File: config.mk
export PLATFORM = sky130hd
export DESIGN_NAME = avalon_master_adapter
export DESIGN_NICKNAME = d
export VERILOG_FILES = /design/src/rtl/avalon_master_adapter.sv
export SDC_FILE = /design/constraint.sdc
export NUM_CORES = 1
export LEC_CHECK = 0
export CAP_MARGIN = 20
export CORE_ASPECT_RATIO = 0.75
export CORE_UTILIZATION = 37
export DETAILED_ROUTE_END_ITERATION = 6
export GPL_ROUTABILITY_DRIVEN = 0
export PLACE_DENSITY_LB_ADDON = 0.05
export RECOVER_POWER = 25
export REMOVE_ABC_BUFFERS = 1
export SYNTH_ARGS = -nofsm -noshare
export SYNTH_HDL_FRONTEND = slang
export SYNTH_SLANG_ARGS = --single-unit
File: constraint.sdc
create_clock -name clk -period 3.2 [get_ports clk]
set_clock_uncertainty 0.1 [all_clocks]
set_input_delay 0.64 -clock clk [delete_from_list [all_inputs] [get_ports clk]]
set_output_delay 0.64 -clock clk [all_outputs]
set_load 0.005 [all_outputs]
File: src/rtl/avalon_master_adapter.sv
// Avalon-MM master adapter: valid/ready command stream in, Avalon read/write
// transfers out, with pipelined reads bounded by MAXPENDING and in-order read responses.
module avalon_master_adapter #(
  parameter int BUSWIDTH     = 32,
  parameter int ADDRESSWIDTH = 8,
  parameter int MAXPENDING   = 4,
  parameter int PENDWIDTH    = $clog2(MAXPENDING + 1)
) (
  input  logic                    clk,
  input  logic                    reset,
  input  logic                    cmd_valid,
  output logic                    cmd_ready,
  input  logic                    cmd_write,
  input  logic [ADDRESSWIDTH-1:0] cmd_address,
  input  logic [BUSWIDTH-1:0]     cmd_data,
  output logic                    rsp_valid,
  output logic [BUSWIDTH-1:0]     rsp_data,
  output logic                    av_read,
  output logic                    av_write,
  output logic [ADDRESSWIDTH-1:0] av_address,
  output logic [BUSWIDTH-1:0]     av_writedata,
  input  logic                    av_waitrequest,
  input  logic [BUSWIDTH-1:0]     av_readdata,
  input  logic                    av_readdatavalid,
  output logic [PENDWIDTH-1:0]    pending,
  output logic                    protocol_error
);

  // Handshake: a command transfers on any rising edge where cmd_valid && cmd_ready;
  // cmd_valid and its payload hold until then, and rsp_valid is an unstalled one-cycle pulse.
  typedef enum logic {
    IDLE  = 1'b0,
    ISSUE = 1'b1
  } state_t;

  localparam logic [PENDWIDTH-1:0] PEND_MAX = PENDWIDTH'(MAXPENDING);
  localparam logic [PENDWIDTH-1:0] PEND_ONE = PENDWIDTH'(1);

  state_t                  state;
  state_t                  state_next;
  logic                    pending_ok;
  logic                    accept;
  logic                    complete;
  logic                    rd_accept;
  logic                    rd_return;
  logic                    read_next;
  logic                    write_next;
  logic [ADDRESSWIDTH-1:0] address_next;
  logic [BUSWIDTH-1:0]     writedata_next;
  logic [PENDWIDTH-1:0]    pending_next;

  always_comb begin
    // A return in the same cycle frees the slot a read at the limit needs.
    pending_ok = (pending < PEND_MAX) || ((pending == PEND_MAX) && av_readdatavalid);
    cmd_ready  = !reset && ((state == IDLE) || !av_waitrequest) && (cmd_write || pending_ok);
    accept     = cmd_valid && cmd_ready;
    complete   = (state == ISSUE) && !av_waitrequest;
    rd_accept  = accept && !cmd_write;
    rd_return  = av_readdatavalid && (pending != '0);

    state_next     = state;
    read_next      = av_read;
    write_next     = av_write;
    address_next   = av_address;
    writedata_next = av_writedata;
    if (accept) begin
      state_next     = ISSUE;
      read_next      = !cmd_write;
      write_next     = cmd_write;
      address_next   = cmd_address;
      writedata_next = cmd_data;
    end else if (complete) begin
      state_next = IDLE;
      read_next  = 1'b0;
      write_next = 1'b0;
    end

    pending_next = pending;
    if (rd_accept && !rd_return) begin
      pending_next = pending + PEND_ONE;
    end else if (rd_return && !rd_accept) begin
      pending_next = pending - PEND_ONE;
    end
  end

  always_ff @(posedge clk or posedge reset) begin
    if (reset) begin
      state <= IDLE;
    end else begin
      state <= state_next;
    end
  end

  always_ff @(posedge clk or posedge reset) begin
    if (reset) begin
      av_read      <= 1'b0;
      av_write     <= 1'b0;
      av_address   <= '0;
      av_writedata <= '0;
      pending      <= '0;
    end else begin
      av_read      <= read_next;
      av_write     <= write_next;
      av_address   <= address_next;
      av_writedata <= writedata_next;
      pending      <= pending_next;
    end
  end

  // Read data with nothing outstanding is dropped and latched as a sticky error.
  always_ff @(posedge clk or posedge reset) begin
    if (reset) begin
      rsp_valid      <= 1'b0;
      rsp_data       <= '0;
      protocol_error <= 1'b0;
    end else begin
      rsp_valid <= rd_return;
      if (rd_return) begin
        rsp_data <= av_readdata;
      end
      if (av_readdatavalid && (pending == '0)) begin
        protocol_error <= 1'b1;
      end
    end
  end

endmodule

==> PnR_summary.wiki <==
{| class="wikitable"
! Metric !! Value
|-
| Result of the run || finished, violations left
|-
| Violated checks || capacitance limit, slew limit
|-
| Most common cell in the netlist || dfrtp_1
|-
| Reg-to-reg endpoint || pending[2]
|-
| Worst Setup End Kind || primary output
|-
| P_leak || 0.00230 uW
|-
| Via count of the routed design || 2094
|-
| Ranking of synthesized cells by area || dfrtp_1 (62%), mux2_4 (17%), mux2_2 (13%), buf_6 (2.4%), o2111ai_4 (0.81%)
|-
| Count of unique library cells instantiated by Yosys || 20
|-
| Final worst path period share || 89.8%
|-
| Final net count || 430
|-
| Gate count after technology mapping || 186
|-
| Die extent in x || 110 um
|-
| I/O pin total || 158
|-
| Setup TNS Final || 0 ns
|-
| DR WL/cell || 15.0 um
|-
| Core region area || 8490 um2
|-
| Count of final hold-check violations || 0
|-
| Clock sink count || 80
|-
| Series of cell instances along the critical path || dlygate4sd3_1 -> nor3b_4 -> o211a_1 -> clkdlybuf4s50_1
|-
| Worst reg-to-reg setup slack || 1.01 ns
|-
| Most used flip-flop cell after synthesis || dfrtp_1
|-
| Critical register-to-register path startpoint || pending[0]
|-
| Beginning of the worst hold path || protocol_error
|-
| Largest driver fanout on the critical path || 3
|-
| CTS HTree Levels || 3
|-
| Count of synthesis-stage warnings from yosys || 0
|-
| Residual DRC count || 0
|-
| Post-synth top area share || 61.5%
|-
| Family of cells with the greatest summed delay on the critical path || buffers and inverters
|-
| Setup fix buffers added after clock tree synthesis || 0
|-
| Row cnt || 29
|-
| Initial detailed-routing violation count || 66
|-
| Final standard cell count with taps included and fillers excluded || 462
|-
| RSZ-0062 raised after global routing || no
|-
| Share of the yosys chip area belonging to registers || 61.5%
|-
| CTS Hold Bufs || 0
|-
| Setup slack at placement || 0.359 ns
|-
| End of the worst hold path || protocol_error
|-
| Maximum achievable frequency || 0.348 GHz
|-
| Layout overhead on the synthesized area || 59.9%
|-
| Effective utilization at floorplan || 38.3%
|-
| Global-route wire length before repair || 11100 um
|-
| Kind of critical path || input pin to primary output
|-
| Longest Clk Path Bufs || 2
|-
| Total congestion overflow || 0
|-
| Clock insertion delay at the later pin of the skew report || 0.33 ns
|-
| Ratio of total power to cell area || 809 nW/um2
|-
| Asr flop ratio synth || 100%
|-
| Hold Crit Depth || 1
|-
| Startpoint class of the critical path || input pin
|-
| Maximum cell stage delay along the critical path || 0.58 ns
|-
| Number of buffers added on ports || 157
|-
| Cell type with the largest total area after synthesis || dfrtp_1
|-
| Worst Tran Pin Value || 1.64 ns
|-
| Worst min path class || flip-flop to flip-flop
|-
| Reg2Reg Depth || 9
|-
| Share of post-route cells with drive strength above 1 || 26.3%
|-
| Initial DRT Pass Iterations || 2
|-
| Largest net degree at the start of global routing || 67
|-
| Total instance count after detailed placement || 447
|-
| Count of state elements after synthesis || 80
|-
| Netlist Area Pre-Place || 3250 um2
|-
| TritonCTS clock tree || built
|-
| CTS-repair resized insts || 0
|-
| Via count of the first global-routing pass || 2205
|-
| Clock-pin transition on the worst setup and hold timing paths || 0.05 ns
|-
| Via density || 4.53
|-
| Final antenna-violating net count || 0
|-
| Master of the slowest instance on the critical path || dlygate4sd3_1
|-
| DIE AREA || 9180 um2
|-
| Post-DP HPWL || 4820 um
|-
| Root buf cell || clkbuf_16
|-
| Required time of the worst setup path || 2.46 ns
|-
| Most numerous cell types in the synthesized netlist || dfrtp_1 (80), mux2_2 (37), mux2_4 (36)
|-
| Routed Wire Length || 6950 um
|-
| Count of maximum capacitance violations || 1
|-
| Crit path time final || 2.87 ns
|-
| Peak supply drop || 0.480 mV
|-
| Fillers || 698
|-
| Slew Viols, Final || 67
|-
| Syn_area_per_cell || 17.5 um2
|-
| Vertical die dimension || 83.2 um
|-
| Worst setup margin || 0.327 ns
|-
| Setup-failing EPs final || 0
|-
| Antenna violations before repair || 0
|-
| Headroom to the max-slew limit || -9.02%
|-
| Number of buffers and inverters on the critical path || 2
|-
| Crit path arrival time || 2.13 ns
|-
| Overall track demand over capacity in global routing || 16.1%
|-
| Post-synth EDFFs || 0
|-
| Antenna diodes || 0
|-
| Total clock buffers created by CTS || 9
|}
-- cell type report --
class / count / area (um2) / area share (%)
Sequential cell: 80 / 2000 / 38.5
Timing Repair Buffer: 161 / 1590 / 30.6
Multi-Input combinational cell: 94 / 1150 / 22.2
Clock buffer: 11 / 233 / 4.47
Tap cell: 108 / 135 / 2.60
Clock inverter: 4 / 70.1 / 1.35
Inverter: 4 / 16.3 / 0.313
-- where the power goes --
group / switching, uW / total (uW) / internal [uW]
combinational: 426 / 1560 / 1130
sequential: 222 / 1600 / 1380
clock: 371 / 1050 / 676
-- per-layer routing --
layer,routed length (um),share of wire [%],global-route usage (%),vias up
met5,0,0,0,-
met4,94,1.4,5.74,0
met3,632,9.1,7.93,12
met2,3180,46,23.9,78
met1,3040,44,20.2,1033
li1,-,-,-,971
-- through the flow --
| stage | cell area (um2) | total power [uW] | util, % | hold WS (ns) |
|---|---|---|---|---|
| 2_1_floorplan | 3170 | 2240 | - | 0.351 |
| 3_3_place_gp | 4910 | 3180 | 57.8 | 0.355 |
| 3_5_place_dp | 4910 | 3190 | 57.8 | 0.357 |
| 4_1_cts | 5210 | 4280 | 61.4 | 0.368 |
| 5_1_grt | 5200 | 4450 | 61.3 | 0.393 |
| 6_report | 5200 | 4210 | 61.3 | 0.364 |
-- worst max path at each step --
stage / end / start / cells after the start
2_1_floorplan: pending[2] / reset / 9
3_3_place_gp: pending[2] / av_readdatavalid / 10
3_5_place_dp: pending[2] / av_readdatavalid / 10
4_1_cts: cmd_ready / av_readdatavalid / 4
5_1_grt: rsp_data[27] / reset / 3
6_report: cmd_ready / av_readdatavalid / 4
-- kinds of logic (layout without fill, tap and decap cells) --
group,after synthesis,in the layout,share of synthesized area [%]
compound gates,3,3,1.35
fa+ha+maj,2,2,1.00
flops,80,80,61.5
simple gates,11,11,2.23
buf+inv,12,180,3.04
xor+xnor,3,3,0.808
mux,75,75,30.0
-- cell usage in the layout (no fill, tap or decap) --
| master | Yosys | final |
|---|---|---|
| clkinvlp_2 | 0 | 1 |
| xnor2_1 | 1 | 1 |
| xor2_1 | 2 | 2 |
| clkinv_2 | 0 | 2 |
| mux2_4 | 36 | 36 |
| dlygate4sd3_1 | 0 | 2 |
| mux2i_1 | 2 | 2 |
| mux2_2 | 37 | 37 |
| o2111ai_4 | 1 | 1 |
| o211a_1 | 1 | 1 |
| nor3b_4 | 1 | 1 |
| nor2_1 | 2 | 2 |
| nand2b_1 | 2 | 2 |
| a21o_1 | 1 | 1 |
| clkbuf_2 | 0 | 2 |
| buf_4 | 0 | 1 |
| nor3_1 | 1 | 1 |
| fa_1 | 1 | 1 |
| inv_1 | 4 | 3 |
| bufinv_16 | 0 | 2 |
| dfrtp_1 | 80 | 80 |
| clkbuf_1 | 0 | 3 |
| nand2b_4 | 1 | 1 |
| nand2_1 | 4 | 4 |
| clkbuf_16 | 0 | 9 |
| ha_1 | 1 | 1 |
| clkdlybuf4s50_1 | 0 | 155 |
-- registers in the layout, summed over array words and instances, names as in the netlist --
| name | flops |
|---|---|
| av_writedata | 32 |
| rsp_valid | 1 |
| state | 1 |
| protocol_error | 1 |
| av_read | 1 |
| rsp_data | 32 |
| av_address | 8 |
| pending | 3 |
| av_write | 1 |
Power figures use the tool's default switching activity.
